[src/rtl/sink_serializer.sv]
// Serializes PKT_WIDTH-bit sink packets into BYTE_WIDTH-bit words, MSB first.
// A one-packet hold register lets the next packet wait so words can go out back-to-back.
module sink_serializer #(
    parameter int PKT_WIDTH  = 8,
    parameter int BYTE_WIDTH = 8
) (
    input  logic                  clk,
    input  logic                  arstn,
    input  logic [PKT_WIDTH-1:0]  snk,
    input  logic                  snk_valid,
    output logic                  snk_ready,
    output logic [BYTE_WIDTH-1:0] out_data,
    output logic                  out_valid,
    input  logic                  out_ready,
    output logic [15:0]           pkt_count
);

    localparam int NUM_BYTES = (PKT_WIDTH + BYTE_WIDTH - 1) / BYTE_WIDTH;
    localparam int PAD_WIDTH = NUM_BYTES * BYTE_WIDTH;
    localparam int CNT_WIDTH = (NUM_BYTES > 1) ? $clog2(NUM_BYTES) : 1;
    localparam logic [CNT_WIDTH-1:0] LAST_CNT = CNT_WIDTH'(NUM_BYTES - 1);

    typedef enum logic {IDLE, SEND} state_t;

    state_t                 state_reg, state_next;
    logic [PAD_WIDTH-1:0]   shift_reg, shift_next;
    logic [CNT_WIDTH-1:0]   cnt_reg, cnt_next;
    logic [PKT_WIDTH-1:0]   hold_reg, hold_next;
    logic                   hold_full_reg, hold_full_next;
    logic [15:0]            pkt_count_reg, pkt_count_next;

    logic [PAD_WIDTH-1:0]   snk_aligned;
    logic [PAD_WIDTH-1:0]   hold_aligned;
    logic                   pkt_hs;
    logic                   word_hs;
    logic                   final_word;

    // Packets sit MSB-aligned in the shift register; the low pad bits are zero.
    generate
        if (PAD_WIDTH == PKT_WIDTH) begin : g_no_pad
            assign snk_aligned  = snk;
            assign hold_aligned = hold_reg;
        end else begin : g_pad
            assign snk_aligned  = {snk, {(PAD_WIDTH - PKT_WIDTH){1'b0}}};
            assign hold_aligned = {hold_reg, {(PAD_WIDTH - PKT_WIDTH){1'b0}}};
        end
    endgenerate

    assign snk_ready  = !hold_full_reg;
    assign out_valid  = (state_reg == SEND);
    assign out_data   = shift_reg[PAD_WIDTH-1 -: BYTE_WIDTH];
    assign pkt_count  = pkt_count_reg;

    assign pkt_hs     = snk_valid && snk_ready;
    assign word_hs    = out_valid && out_ready;
    assign final_word = word_hs && (cnt_reg == LAST_CNT);

    always_comb begin
        state_next     = state_reg;
        shift_next     = shift_reg;
        cnt_next       = cnt_reg;
        hold_next      = hold_reg;
        hold_full_next = hold_full_reg;
        pkt_count_next = pkt_count_reg;

        case (state_reg)
            IDLE: begin
                if (pkt_hs) begin
                    shift_next = snk_aligned;
                    cnt_next   = '0;
                    state_next = SEND;
                end
            end
            SEND: begin
                if (final_word) begin
                    pkt_count_next = pkt_count_reg + 16'd1;
                    cnt_next       = '0;
                    // Refill straight from hold or the sink so the next word follows without a gap.
                    if (hold_full_reg) begin
                        shift_next     = hold_aligned;
                        hold_full_next = 1'b0;
                    end else if (pkt_hs) begin
                        shift_next = snk_aligned;
                    end else begin
                        state_next = IDLE;
                    end
                end else begin
                    if (word_hs) begin
                        shift_next = shift_reg << BYTE_WIDTH;
                        cnt_next   = cnt_reg + 1'b1;
                    end
                    if (pkt_hs) begin
                        hold_next      = snk;
                        hold_full_next = 1'b1;
                    end
                end
            end
            default: state_next = IDLE;
        endcase
    end

    always_ff @(posedge clk or negedge arstn) begin
        if (!arstn) begin
            state_reg     <= IDLE;
            shift_reg     <= '0;
            cnt_reg       <= '0;
            hold_reg      <= '0;
            hold_full_reg <= 1'b0;
            pkt_count_reg <= 16'd0;
        end else begin
            state_reg     <= state_next;
            shift_reg     <= shift_next;
            cnt_reg       <= cnt_next;
            hold_reg      <= hold_next;
            hold_full_reg <= hold_full_next;
            pkt_count_reg <= pkt_count_next;
        end
    end

endmodule

[config.mk]
export PLATFORM = sky130hd
export DESIGN_NAME = sink_serializer
export DESIGN_NICKNAME = d
export VERILOG_FILES = /design/src/rtl/sink_serializer.sv
export SDC_FILE = /design/constraint.sdc
export NUM_CORES = 1
export LEC_CHECK = 0
export ABC_AREA = 1
export CORE_ASPECT_RATIO = 0.7
export CORE_MARGIN = 2
export CORE_UTILIZATION = 34
export CTS_BUF_LIST = sky130_fd_sc_hd__clkbuf_2
export DETAILED_ROUTE_END_ITERATION = 8
export GPL_TIMING_DRIVEN = 0
export PLACE_DENSITY = 0.55
export SLEW_MARGIN = 20
export SYNTH_ARGS = -nofsm -noshare
export SYNTH_HDL_FRONTEND = slang
export SYNTH_SLANG_ARGS = --single-unit
[constraint.sdc]
create_clock -name clk -period 2.6 [get_ports clk]
set_input_delay 0.52 -clock clk [delete_from_list [all_inputs] [get_ports clk]]
set_output_delay 0.52 -clock clk [all_outputs]
set_load 0.01 [all_outputs]
==> impl_metrics.env, run 1 <==
export IMPL_status="complete, no violations"
export IMPL_avgSynthCellArea_um2=7.810
export IMPL_cap_violations=0
export IMPL_rsz0062_at_grt="false"
export IMPL_grt_pass1_vias=1425
export IMPL_track_usage_pct=15.39
export IMPL_place_congestion=0.8194
export IMPL_die_y_um=64.42
export IMPL_path_cells="clkdlybuf4s50_1"
export IMPL_cts_resized=0
export IMPL_instances_no_fill=342
export IMPL_slowest_delay_ps=610
export IMPL_finalInstanceArea_mm2=0.002292
export IMPL_slew_headroom_pct=68.53
export IMPL_layout_common_cells="82 x nand2_1, 36 x clkdlybuf4s50_1, 35 x dfrtp_1"
export IMPL_drc=0
export IMPL_power_density_mw_per_mm2=367.1
export IMPL_start_util_pct=36.28
export IMPL_ant_nets=0
export IMPL_cp_start_kind="flip-flop"
export IMPL_portBuffers=37
export IMPL_yosysTopAreaCellShare_pct=49.40
export IMPL_diodes=0
export IMPL_fmax_mhz=492.6
export IMPL_clockRootBuffer="clkbuf_2"
export IMPL_grt_max_degree=19
export IMPL_final_layout_size_suffix_gt1_share_pct=9.158
export IMPL_yosysWarnings=0
export IMPL_min_path_type="input port to async pin"
export IMPL_post_cts_buffers=0
export IMPL_synth_area_leader_cell="dfrtp_1"
export IMPL_crit_arrival_ps=1510
export IMPL_seq_area_frac_synth_pct=49.40
export IMPL_vias=1509
export IMPL_grt_first_pass_wirelength_um=6989
export IMPL_syn_nets=240
export IMPL_fin_crit_sh_pct=78.09
export IMPL_hold_buffers=0
export IMPL_syn_to_final_growth_pct=29.29
export IMPL_clk_pin_slew_worst_paths_ps=190
export IMPL_largest_reg_flops=16
export IMPL_period_needed_ps=2030
export IMPL_ios=38
export IMPL_fin_skew_ps=22.16
export IMPL_numCtsBuffers=5
export IMPL_vdd_drop_max_uv=113.7
export IMPL_place_hpwl_um=3155
export IMPL_htreeDepth=2
export IMPL_cp_end_kind="output pin"
export IMPL_crit_slowest_cell="clkdlybuf4s50_1"
export IMPL_tightest_slew_ps=472.0
export IMPL_synth_area_mm2=0.001773
export IMPL_tns_ps=0
export IMPL_core_region_area_mm2=0.004887
export IMPL_finalHoldViolCount=0
export IMPL_firstDrtPassIters=4
export IMPL_postPlaceCellArea_mm2=0.002252
export IMPL_netlist_instances=227
export IMPL_grt_overflow_total=0
export IMPL_path_class="flip-flop to output pin"
export IMPL_row_count=21
export IMPL_cts_tree="built"
export IMPL_worstSetupStartpoint="out_valid"
export IMPL_dp_cells=334
export IMPL_path_buf_inv=1
export IMPL_wl_um=4076
export IMPL_worstPathRequired_ps=2080
export IMPL_path_delay_family="buffers and inverters"
export IMPL_synth_area_leaders="dfrtp_1 49%, nand2_1 17%, inv_1 6.6%"
export IMPL_dieArea_mm2=0.005817
export IMPL_fin_util_pct=46.90
export IMPL_clock_path_buffers=2
export IMPL_ys_ff_latch=35
export IMPL_antenna_found_initial=0
export IMPL_setup_viol=0
export IMPL_clock_latency_ps=370
export IMPL_final_nets=285
export IMPL_wl_per_cell_um=11.92
export IMPL_critPathMaxFanout=6
export IMPL_drt_iter0_markers=98
export IMPL_final_common_cell="nand2_1"
export IMPL_drv_slew=0
export IMPL_synth_cell_types=24
export IMPL_r2r_start="out_valid"
export IMPL_die_w_um=90.31
export IMPL_viasPerCell=4.412
export IMPL_leakage_nw=1.085
export IMPL_clock_sinks=35
power by group:
part | internal, mW | leakage, nW | switching, mW
sequential | 0.546 | 0.462 | 0.000724
combinational | 0.0207 | 0.590 | 0.0191
clock | 0.0736 | 0.0330 | 0.182
total | 0.640 | 1.08 | 0.201
path summary, 6_finish.rpt:
kind	cells past startpoint	slack, ps	end
max in group asynchronous	2	2080	hold_full_reg
min in group clk	2	500	out_data[1]
setup / recovery	1	570	out_valid
hold / removal	1	50	pkt_count[9]
setup reg to reg	6	920	out_data[6]
hold reg to reg	2	500	out_data[1]
cells by family after synthesis:
family,Yosys count,synth area share (%)
compound gates,29,8.327
xor+xnor,7,3.458
fa+ha+maj,1,0.7056
buf+inv,37,7.903
flops,35,49.40
simple gates,118,30.20
synth_stat cells:
| master | instances |
|---|---|
| a21oi_1 | 4 |
| inv_1 | 31 |
| nor2_8 | 1 |
| o21ai_0 | 11 |
| nand4_1 | 2 |
| nand2_2 | 3 |
| nor2_4 | 2 |
| ha_1 | 1 |
| o21ai_1 | 12 |
| xor2_1 | 5 |
| nor3_1 | 1 |
| nor2_2 | 1 |
| nand3_2 | 1 |
| clkinv_1 | 1 |
| nand3b_1 | 2 |
| nand3_1 | 3 |
| nand2_1 | 82 |
| inv_2 | 4 |
| a31oi_1 | 2 |
| dfrtp_1 | 35 |
| nor2_1 | 18 |
| buf_2 | 1 |
| nand3_4 | 2 |
| xnor2_1 | 2 |
cell type report:
| class | instances | area, um2 |
|---|---|---|
| Buffer | 1 | 5.005 |
| Clock buffer | 7 | 35.03 |
| Clock inverter | 1 | 5.005 |
| Fill cell | 535 | 2595 |
| Inverter | 36 | 135.1 |
| Multi-Input combinational cell | 155 | 757.0 |
| Sequential cell | 35 | 875.8 |
| Tap cell | 69 | 86.33 |
| Timing Repair Buffer | 38 | 392.9 |
per-layer routing:
layer | share of wire [%] | vias up | track usage, % | routed length (um)
met1 | 56 | 682 | 24.76 | 2282
met5 | 0 | - | 0 | 0
met3 | 5.3 | 2 | 3.721 | 214
met4 | 0.66 | 0 | 4.615 | 27
li1 | - | 793 | - | -
met2 | 38 | 32 | 19.74 | 1552
stage by stage:
stage	setup slack (ps)	hold slack [ps]	total power [mW]
after floorplan	1271	224.4	0.5602
after CTS	535.0	33.75	0.8575
after detailed placement	379.6	471.2	0.5973
after global routing	486.0	63.13	0.8814
after global placement	166.9	465.3	0.5932
final	569.8	54.35	0.8415
(Power assumes the default switching activity.)
==> run 2: changes to the inputs <==
==> constraint.sdc (replaced) <==
create_clock -name clk -period 2.1 [get_ports clk]
set_input_delay 0.42 -clock clk [delete_from_list [all_inputs] [get_ports clk]]
set_output_delay 0.42 -clock clk [all_outputs]
set_load 0.01 [all_outputs]
==> run 2 against run 1 <==
Hold slack improved by 450 ps. First-iteration DRC count grew 9.2%. Critical path depth unchanged. Core utilization rose by 0.20 points. Critical path type unchanged. Largest power group unchanged.
==> impl_metrics.env, run 2 (synthesized netlist as in run 1, its figures left out) <==
export IMPL_crit_arrival_ps=1510
export IMPL_drc=0
export IMPL_n_fill_cell=534
export IMPL_fin_skew_ps=22.07
export IMPL_clock_path_buffers=2
export IMPL_cp_end_kind="output pin"
export IMPL_largest_reg_flops=16
export IMPL_slew_headroom_pct=68.62
export IMPL_htreeDepth=2
export IMPL_syn_to_final_growth_pct=29.85
export IMPL_clockRootBuffer="clkbuf_2"
export IMPL_slowest_delay_ps=610
export IMPL_rr_endpoint="out_data[6]"
export IMPL_ant_nets=0
export IMPL_fin_crit_sh_pct=91.97
export IMPL_grt_max_degree=19
export IMPL_leakage_nw=1.089
export IMPL_crit_slowest_cell="clkdlybuf4s50_1"
export IMPL_core_region_area_mm2=0.004887
export IMPL_cts_resized=0
export IMPL_wl_per_cell_um=11.89
export IMPL_rsz0062_at_grt="false"
export IMPL_wl_um=4077
export IMPL_row_count=21
export IMPL_r2r_slack_ps=420
export IMPL_status="complete, no violations"
export IMPL_antenna_found_initial=0
export IMPL_final_layout_size_suffix_gt1_share_pct=9.124
export IMPL_path_cells="clkdlybuf4s50_1"
export IMPL_grt_overflow_total=0
export IMPL_drv_slew=0
export IMPL_final_nets=286
export IMPL_endpoint="out_valid"
export IMPL_grt_first_pass_wirelength_um=6989
export IMPL_die_y_um=64.42
export IMPL_power_density_mw_per_mm2=453.4
export IMPL_track_usage_pct=15.39
export IMPL_finalInstanceArea_mm2=0.002302
export IMPL_grt_pass1_vias=1431
export IMPL_critPathMaxFanout=6
export IMPL_tightest_slew_ps=470.6
export IMPL_diodes=0
export IMPL_crit_cells=1
export IMPL_path_delay_family="buffers and inverters"
export IMPL_vias=1506
export IMPL_final_common_cell="nand2_1"
export IMPL_drt_iter0_markers=107
export IMPL_cap_violations=0
export IMPL_firstDrtPassIters=4
export IMPL_postPlaceCellArea_mm2=0.002252
export IMPL_post_cts_buffers=0
export IMPL_vdd_drop_max_uv=140.8
export IMPL_viasPerCell=4.391
export IMPL_fin_util_pct=47.11
export IMPL_worstSetupStartpoint="out_valid"
export IMPL_ff2ff_path_depth=6
export IMPL_finalHoldViolCount=0
export IMPL_dieArea_mm2=0.005817
export IMPL_path_buf_inv=1
export IMPL_clock_latency_ps=370
export IMPL_fmax_mhz=517.7
export IMPL_hold_buffers=1
export IMPL_layout_common_cells="82 x nand2_1, 36 x clkdlybuf4s50_1, 35 x dfrtp_1"
export IMPL_worstPathRequired_ps=1680
export IMPL_power_mw=1.044
export IMPL_place_hpwl_um=3155
export IMPL_portBuffers=37
export IMPL_ios=38
export IMPL_die_w_um=90.31
export IMPL_clock_sinks=35
export IMPL_hold_ws_ps=501.2
export IMPL_path_class="flip-flop to output pin"
export IMPL_place_congestion=0.8194
export IMPL_setup_viol=0
export IMPL_cp_start_kind="flip-flop"
export IMPL_numCtsBuffers=5
export IMPL_min_path_type="input port to async pin"
export IMPL_cts_tree="built"
export IMPL_start_util_pct=36.28
export IMPL_clk_pin_slew_worst_paths_ps=190
export IMPL_r2r_start="out_valid"
export IMPL_period_needed_ps=1931
==> run 2: layer usage <==
| layer | track usage, % | wire length [um] | vias up |
|---|---|---|---|
| met5 | 0 | 0 | - |
| met4 | 4.615 | 27 | 0 |
| met3 | 3.721 | 216 | 2 |
| met2 | 19.74 | 1534 | 32 |
| met1 | 24.76 | 2298 | 677 |
| li1 | - | - | 795 |
==> run 2: worst register-to-register path, delay by kind of cell (launching register included) <==
kind            cells  cell delay, ps
buf+inv             1              80
compound gates      2             600
simple gates        3             410
flops               1             550
==> run 2: cell type report <==
type                    count  area (um2)  area share [%]
clock buffers               7       35.03           1.522
well taps                  69       86.33           3.750
clock inverters             1       5.005          0.2174
plain buffers               1       5.005          0.2174
multi-input cells         155       757.0           32.88
flip-flops and latches     35       875.8           38.04
repair buffers             39       402.9           17.50
inverters                  36       135.1           5.870
==> run 2: power breakdown <==
group          switching (mW)  leakage [nW]  internal [mW]
clock network           0.225        0.0330         0.0911
registers            0.000892         0.462          0.676
logic                  0.0241         0.594         0.0269
==> run 2: stage by stage <==
step / std cells / setup TNS [ps] / setup WS [ps]
2_1_floorplan: 227 / 0 / 770.6
3_3_place_gp: 333 / -8098 / -233.1
3_5_place_dp: 334 / -39.30 / -20.44
4_1_cts: 343 / 0 / 135.0
5_1_grt: 343 / 0 / 86.05
6_report: 343 / 0 / 168.6
==> run 2: worst min-delay path by stage <==
stage / startpoint / end / depth (start not counted)
CTS: arstn / pkt_count[9] / 2
global placement: out_data[3] / out_data[3] / 2
detailed placement: arstn / pkt_count[9] / 1
floorplan: arstn / cnt_reg / 0
global route: arstn / pkt_count[9] / 2
finish: arstn / pkt_count[9] / 2
==> run 3: changes to the inputs <==
--- a/config.mk
+++ b/config.mk
@@ -8,11 +8,11 @@
 export ABC_AREA = 1
 export CORE_ASPECT_RATIO = 0.7
 export CORE_MARGIN = 2
-export CORE_UTILIZATION = 34
+export CORE_UTILIZATION = 52
 export CTS_BUF_LIST = sky130_fd_sc_hd__clkbuf_2
 export DETAILED_ROUTE_END_ITERATION = 8
 export GPL_TIMING_DRIVEN = 0
-export PLACE_DENSITY = 0.55
+export PLACE_DENSITY = 0.79
 export SLEW_MARGIN = 20
 export SYNTH_ARGS = -nofsm -noshare
 export SYNTH_HDL_FRONTEND = slang
==> run 3 against run 2 <==
Critical path depth is the same. Power down 2.1%. Sequential share of layout area is 0.50 points higher. Global-route usage increased by 6.4 points. Flip-flop and latch count unchanged. Hold slack worse by 7.0 ps. Critical endpoint unchanged. Largest cell class unchanged. Highest routed layer unchanged.
==> impl_metrics.env, run 3 (synthesized netlist as in run 1, its figures left out) <==
export IMPL_status="complete, no violations"
export IMPL_fin_crit_sh_pct=93.06
export IMPL_grt_pass1_vias=1453
export IMPL_antenna_found_initial=0
export IMPL_fmax_mhz=511.7
export IMPL_setup_viol=0
export IMPL_slowest_delay_ps=600
export IMPL_cp_start_kind="flip-flop"
export IMPL_drc=0
export IMPL_final_nets=286
export IMPL_fin_util_pct=70.74
export IMPL_largest_reg_flops=16
export IMPL_final_common_cell="nand2_1"
export IMPL_tightest_slew_ps=543.9
export IMPL_clockRootBuffer="clkbuf_2"
export IMPL_cap_violations=0
export IMPL_drt_iter0_markers=134
export IMPL_start_util_pct=55.20
export IMPL_leakage_nw=1.084
export IMPL_clock_path_buffers=2
export IMPL_htreeDepth=2
export IMPL_portBuffers=37
export IMPL_rsz0062_at_grt="false"
export IMPL_core_region_area_mm2=0.003212
export IMPL_numCtsBuffers=5
export IMPL_die_y_um=52.86
export IMPL_firstDrtPassIters=4
export IMPL_grt_overflow_total=0
export IMPL_die_w_um=73.79
export IMPL_min_path_type="input port to async pin"
export IMPL_place_hpwl_um=2744
export IMPL_drv_slew=0
export IMPL_fin_skew_ps=17.95
export IMPL_cts_tree="built"
export IMPL_period_needed_ps=1954
export IMPL_grt_first_pass_wirelength_um=6244
export IMPL_track_usage_pct=21.75
export IMPL_cp_end_kind="output pin"
export IMPL_wl_per_cell_um=11.47
export IMPL_clock_latency_ps=370
export IMPL_place_ws_ps=105.7
export IMPL_finalHoldViolCount=0
export IMPL_critPathMaxFanout=6
export IMPL_final_layout_size_suffix_gt1_share_pct=8.394
export IMPL_grt_max_degree=19
export IMPL_crit_arrival_ps=1530
export IMPL_wl_um=3683
export IMPL_r2r_start="out_valid"
export IMPL_vdd_drop_max_uv=341.8
export IMPL_power_density_mw_per_mm2=449.9
export IMPL_tns_ps=0
export IMPL_place_congestion=0.8175
export IMPL_clock_sinks=35
export IMPL_finalInstanceArea_mm2=0.002272
export IMPL_dp_cells=312
export IMPL_crit_slowest_cell="clkdlybuf4s50_1"
export IMPL_worstSetupStartpoint="out_valid"
export IMPL_clk_pin_slew_worst_paths_ps=180
export IMPL_dieArea_mm2=0.003900
export IMPL_post_cts_buffers=0
export IMPL_diodes=0
export IMPL_path_cells="clkdlybuf4s50_1"
export IMPL_path_buf_inv=1
export IMPL_row_count=17
export IMPL_path_class="flip-flop to output pin"
export IMPL_worstPathRequired_ps=1680
export IMPL_n_fill_cell=263
export IMPL_postPlaceCellArea_mm2=0.002225
export IMPL_instances_no_fill=321
export IMPL_ios=38
export IMPL_viasPerCell=4.819
export IMPL_ant_nets=0
export IMPL_syn_to_final_growth_pct=28.16
export IMPL_layout_common_cells="82 x nand2_1, 36 x clkdlybuf4s50_1, 35 x dfrtp_1"
export IMPL_vias=1547
export IMPL_setup_ws_ps=145.8
export IMPL_slew_headroom_pct=63.74
export IMPL_path_delay_family="buffers and inverters"
==> run 3: timing repair <==
| item | 4_1_cts | 5_1_grt |
|---|---|---|
| endpoints found under the hold margin | 17 | 0 |
| hold buffers | 1 | 0 |
| gates resized for setup | 0 | 0 |
==> run 3: final cells by class <==
cell class                 count  area [um2]  area share, %
multi-input combinational    155       757.0          33.31
timing repair buffer          39       402.9          17.73
clock inverter                 2       7.507         0.3304
sequential                    35       875.8          38.55
clock buffer                   6       30.03          1.322
inverter                      36       135.1          5.947
tap                           47       58.81          2.588
buffer                         1       5.005         0.2203
==> run 3: path summary, 6_finish.rpt <==
path / end / slack, ps / cells after the start
max: out_valid / 150 / 1
min reg2reg: out_data[0] / 500 / 2
min: pkt_count[15] / 490 / 2
max reg2reg: out_data[3] / 510 / 6
min in group clk: out_data[0] / 500 / 2
max in group asynchronous: pkt_count[7] / 1150 / 3
==> run 3: report_power, final <==
group	internal [mW]	total, mW	switching (mW)
Sequential	0.675	0.676	0.000830
Clock	0.0802	0.296	0.216
Combinational	0.0269	0.0501	0.0232
Total	0.782	1.02	0.240
==> run 3: metrics by stage <==
stage               hold slack [ps]  power [mW]
finish                        494.2       1.022
global route                  501.3       1.067
CTS                           491.4       1.032
detailed placement            385.9      0.7386
global placement              462.7      0.7329
floorplan                     124.4      0.6936
==> run 3: routing by layer <==
metal | share of wire (%) | global-route usage (%) | vias up
li1 | - | - | 793
met3 | 6.2 | 5.143 | 4
met2 | 42 | 30.80 | 51
met1 | 51 | 32.02 | 699
met5 | 0 | 0 | -
met4 | 0.90 | 8.485 | 0
